**config.mk**
```make
export PLATFORM = sky130hd
export DESIGN_NAME = imem_port_arbiter
export DESIGN_NICKNAME = d
export VERILOG_FILES = /design/src/rtl/imem_port_arbiter.sv
export SDC_FILE = /design/constraint.sdc
export NUM_CORES = 1
export LEC_CHECK = 0
export CORE_MARGIN = 2
export CORE_UTILIZATION = 37
export CTS_BUF_LIST = sky130_fd_sc_hd__clkbuf_8
export DETAILED_ROUTE_END_ITERATION = 7
export PLACE_DENSITY = 0.78
export SYNTH_ARGS = -nofsm -noshare
export SYNTH_HDL_FRONTEND = slang
export SYNTH_SLANG_ARGS = --single-unit
export TNS_END_PERCENT = 50
```
**constraint.sdc**
```tcl
create_clock -name i_clk -period 1.9 [get_ports i_clk]
set_clock_uncertainty 0.1 [all_clocks]
set_input_delay 0.38 -clock i_clk [delete_from_list [all_inputs] [get_ports i_clk]]
set_output_delay 0.38 -clock i_clk [all_outputs]
set_load 0.02 [all_outputs]
```
**src/rtl/imem_port_arbiter.sv**
```systemverilog
// Arbitrates fetch and data requesters onto one single-ported memory with one
// outstanding transaction, data priority, bounded fetch starvation and fetch flush.
module imem_port_arbiter #(
  parameter int ADDR_WIDTH      = 32,
  parameter int DATA_WIDTH      = 32,
  parameter int MAX_DATA_STREAK = 4
) (
  input  logic                    i_clk,
  input  logic                    i_reset,
  input  logic                    i_if_req,
  input  logic [ADDR_WIDTH-1:0]   i_if_addr,
  input  logic                    i_if_flush,
  output logic                    o_if_gnt,
  output logic                    o_if_rvalid,
  output logic [DATA_WIDTH-1:0]   o_if_rdata,
  input  logic                    i_d_req,
  input  logic                    i_d_we,
  input  logic [ADDR_WIDTH-1:0]   i_d_addr,
  input  logic [DATA_WIDTH-1:0]   i_d_wdata,
  input  logic [DATA_WIDTH/8-1:0] i_d_be,
  output logic                    o_d_gnt,
  output logic                    o_d_rvalid,
  output logic [DATA_WIDTH-1:0]   o_d_rdata,
  output logic                    o_mem_req,
  output logic                    o_mem_we,
  output logic [ADDR_WIDTH-1:0]   o_mem_addr,
  output logic [DATA_WIDTH-1:0]   o_mem_wdata,
  output logic [DATA_WIDTH/8-1:0] o_mem_be,
  input  logic                    i_mem_gnt,
  input  logic                    i_mem_rvalid,
  input  logic [DATA_WIDTH-1:0]   i_mem_rdata,
  output logic                    o_busy
);

  localparam int BE_W = DATA_WIDTH / 8;
  localparam int SW   = $clog2(MAX_DATA_STREAK + 1);

  typedef enum logic [1:0] {IDLE, ISSUE, WAIT} state_t;
  typedef enum logic {OWN_DATA, OWN_FETCH} owner_t;

  state_t                state, state_nxt;
  owner_t                owner;
  logic [SW-1:0]         streak;
  logic                  drop;
  logic                  fetch_wins;
  logic                  if_gnt, d_gnt;
  logic                  resp;
  logic                  mem_we;
  logic [ADDR_WIDTH-1:0] mem_addr;
  logic [DATA_WIDTH-1:0] mem_wdata;
  logic [BE_W-1:0]       mem_be;

  always_ff @(posedge i_clk) begin
    if (i_reset) state <= IDLE;
    else         state <= state_nxt;
  end

  always_comb begin
    state_nxt  = state;
    if_gnt     = 1'b0;
    d_gnt      = 1'b0;
    o_mem_req  = 1'b0;
    fetch_wins = i_if_req && (!i_d_req || (streak == SW'(MAX_DATA_STREAK)));
    case (state)
      IDLE: begin
        if (!i_reset) begin
          if_gnt = fetch_wins;
          d_gnt  = i_d_req && !fetch_wins;
        end
        if (if_gnt || d_gnt) state_nxt = ISSUE;
      end
      ISSUE: begin
        o_mem_req = 1'b1;
        if (i_mem_gnt) state_nxt = WAIT;
      end
      WAIT: begin
        if (i_mem_rvalid) state_nxt = IDLE;
      end
      default: state_nxt = IDLE;
    endcase
  end

  assign resp = (state == WAIT) && i_mem_rvalid;

  always_ff @(posedge i_clk) begin
    if (i_reset) begin
      owner       <= OWN_DATA;
      streak      <= '0;
      drop        <= 1'b0;
      mem_we      <= 1'b0;
      mem_addr    <= '0;
      mem_wdata   <= '0;
      mem_be      <= '0;
      o_if_rvalid <= 1'b0;
      o_if_rdata  <= '0;
      o_d_rvalid  <= 1'b0;
      o_d_rdata   <= '0;
    end else begin
      o_if_rvalid <= 1'b0;
      o_d_rvalid  <= 1'b0;
      if (if_gnt) begin
        owner     <= OWN_FETCH;
        mem_we    <= 1'b0;
        mem_addr  <= i_if_addr;
        mem_wdata <= '0;
        mem_be    <= '1;
        streak    <= '0;
      end else if (d_gnt) begin
        owner     <= OWN_DATA;
        mem_we    <= i_d_we;
        mem_addr  <= i_d_addr;
        mem_wdata <= i_d_wdata;
        mem_be    <= i_d_be;
        if (!i_if_req)                             streak <= '0;
        else if (streak != SW'(MAX_DATA_STREAK))   streak <= streak + SW'(1);
      end
      // A flush in the response cycle itself suppresses the pulse directly below.
      if (resp)
        drop <= 1'b0;
      else if (i_if_flush && (if_gnt || (state != IDLE && owner == OWN_FETCH)))
        drop <= 1'b1;
      if (resp) begin
        if (owner == OWN_DATA) begin
          o_d_rvalid <= 1'b1;
          o_d_rdata  <= mem_we ? '0 : i_mem_rdata;
        end else if (!drop && !i_if_flush) begin
          o_if_rvalid <= 1'b1;
          o_if_rdata  <= i_mem_rdata;
        end
      end
    end
  end

  assign o_if_gnt    = if_gnt;
  assign o_d_gnt     = d_gnt;
  assign o_mem_we    = mem_we;
  assign o_mem_addr  = mem_addr;
  assign o_mem_wdata = mem_wdata;
  assign o_mem_be    = mem_be;
  assign o_busy      = (state != IDLE);

endmodule

```
==> results.yml <==
job:
  cap_violations: 0
routing:
  drt_first_iter_violations: 415
  drtPass1Iterations: 6
  antenna_left: 0
  detail_route.vias_per_cell: 5.42
  routed_wl_um: 19200
  num_vias: 5942
  routedWlPerCell_um: 17.5
  remaining_drc_errors: 0
run_status:
  outcome: "finished, violations left"
  failed_checks: "negative setup slack"
setup_path:
  worstPathCellList: "clkdlybuf4s50_1 -> or4b_4 -> nor2_4 -> buf_6"
  cp_max_fo: 2
  r2r-start: "streak[0]"
  crit_type: "primary input to primary output"
  crit_start: "i_d_req"
  cp-end-kind: "primary output"
  critPathBufInv: 2
  cpLargestDelayFamily: "buffers and inverters"
  slowest_delay_ns: 0.49
  arrival_ns: 1.56
  required_ns: 1.42
  crit_path_start_kind: "primary input"
  slowest_stage: "or4b_4"
yosys:
  synth-edff-count: 0
  synthTopCellsByArea: "dfxtp_1, a21oi_1, nand3_1"
  synthArstFlopShare: 0
  synth_nets: 768
  synth_top_area_frac: 0.517
  ys.flop_type: "dfxtp_1"
  synth_area_um2: 5500
  ys_seq_area_frac: 0.517
  avgSynthCellArea_um2: 8.79
  synth_cells: 626
  yosysTopAreaCell: "dfxtp_1"
  ys_seq_elements: 142
  ys_warn_count: 0
  synthDistinctLibCells: 39
grt:
  grtUsageMet1: 0.288
  antenna_found_initial: 0
  grt_usage: 0.236
  met3_usage: 0.0888
  top_usage_layer: "met2"
  grt_max_degree: 74
  grt_pass1_vias: 5776
  grt_use_met2: 0.388
  grt-ovfl-total: 0
  grt_pass1_wl_um: 30400
cts:
  cts_hold_buf: 0
  clockRootBuffer: "clkbuf_8"
  h-tree-depth: 4
  cts.sinks: 142
  clkTransAtPathRegs_ns: 0.08
  clockBufferDepth: 2
  clk_latency_ns: 0.45
  tritoncts: "yes"
  cts_buffers: 17
sta:
  whs_ns: 0.372
  finalSetupViolCount: 3
  slew-limit-headroom: 0.641
  hold_violations: 0
  min_period_over_period: 1.08
  fin_ws_ns: -0.144
  worst_slew_pin_slew_ns: 0.538
  fmax_mhz: 489
  slew_viol_final: 0
  grt_setup_unrepaired: "yes"
  finalCriticalPeriod_ns: 2.04
placement:
  gp_congestion: 0.817
  io_buffer_count: 278
  dpl.hpwl_um: 12900
final_layout:
  diodes: 0
  drive_gt1_frac: 0.116
  fin_nets: 1042
  syn2layout_area_growth_pct: 65.6
min_path:
  hold_path.startpoint: "o_mem_wdata[20]"
  hp-class: "flip-flop to flip-flop"
power:
  power_density_nw_per_um2: 729
  power_mw: 6.65
  ir_worst_vdd_v: 0.000584
  leakage_nw: 4.27
floorplan:
  start_util: 0.379
  core_um2: 14500
  rows: 44
  die_x_um: 126
  dieArea_um2: 15900
  dieHeight_um: 126
  pin_count: 279
## worst reg2reg max path, delay by kind of cell (launching register included)
family,cells,cell delay [ns]
AOI/OAI and AO/OA,2,0.79
adders and majority gates,1,0.16
DFF,1,0.34
and+or+nand+nor,1,0.09
buffers and inverters,3,0.34
## final timing paths
| check | endpoint | slack (ns) | cells after the start |
|---|---|---|---|
| hold / removal | o_mem_wdata[20] | 0.37 | 2 |
| hold reg to reg | o_mem_wdata[20] | 0.37 | 2 |
| setup / recovery | o_d_gnt | -0.14 | 4 |
| setup reg to reg | o_mem_addr[9] | -0.07 | 7 |
## per-stage QoR
| stage | std cells | worst slack [ns] | TNS (ns) | cell area [um2] | util |
|---|---|---|---|---|---|
| 6_report | 1097 | -0.144 | -0.292 | 9110 | 0.627 |
| 3_5_place_dp | 1061 | -0.632 | -31.99 | 8700 | 0.598 |
| 3_3_place_gp | 1061 | -0.619 | -29.79 | 8700 | 0.598 |
| 2_1_floorplan | 626 | -0.0133 | -0.0133 | 5530 | - |
| 5_1_grt | 1097 | -0.197 | -0.840 | 9110 | 0.627 |
| 4_1_cts | 1095 | -0.159 | -0.275 | 8970 | 0.617 |
## cell type report
class | instances | area, um2
fill | 1280 | 5420
clock inverter | 15 | 149
multi-input combinational | 379 | 2310
clock buffer | 17 | 234
tap | 184 | 230
sequential | 142 | 2850
timing repair buffer | 323 | 3200
inverter | 37 | 139
## timing repair
| item | 4_1_cts | 5_1_grt |
|---|---|---|
| buffers inserted | 2 | 2 |
| pin swaps | 5 | 3 |
| setup endpoints to repair | 114 | 84 |
| resized for setup | 138 | 51 |
## sequential cells by signal, summed over array words and instances (netlist names)
name	count
o_d_rdata	32
o_if_rdata	32
o_mem_addr	32
o_mem_wdata	32
o_mem_be	4
streak	3
state	2
drop	1
o_d_rvalid	1
o_if_rvalid	1
o_mem_we	1
owner	1
## where the power goes
part           leakage [nW]  switching, mW  internal, mW
Combinational          2.93          0.552         0.563
Clock                 0.191           1.31          1.08
Sequential             1.16         0.0523          3.09
## cells by family after synthesis
kind of cell | synth area share
AO/OA/AOI/OAI | 0.274
adder cells (fa/ha/maj) | 0.00455
buffers and inverters | 0.0782
flip-flops | 0.517
AND/OR/NAND/NOR | 0.126
## cell usage after synthesis (2+ instances only)
master and count:
buf_4 2, clkbuf_1 44, a31oi_1 4, buf_1 4
nor2b_1 2, nand3_1 72, o21ai_0 72, nor2_1 3
a22o_1 32, ha_1 2, nor3_1 34, nand4_1 2
dfxtp_1 142, buf_2 16, a2111oi_0 32, nor3b_1 2
a21oi_1 103, inv_1 37
## routing by layer
| layer | part of all wire | wire (um) | up-vias |
|---|---|---|---|
| met5 | 0 | 0 | - |
| met4 | 0.019 | 371 | 0 |
| met3 | 0.080 | 1540 | 28 |
| met2 | 0.48 | 9230 | 229 |
| met1 | 0.42 | 8090 | 2844 |
| li1 | - | - | 2841 |
## cell usage in the layout (no fill, tap or decap), drive strengths merged, types with 4 or more instances in the layout
master           n
a21oi          103
a31oi            4
nand3           73
dfxtp          142
a22o            32
inv             46
o21ai           73
buf             49
a2111oi         32
dlygate4sd2    107
clkbuf          18
nor3            35
clkdlybuf4s50  138
dlymetal6s2s    28
(Power assumes the default switching activity.)
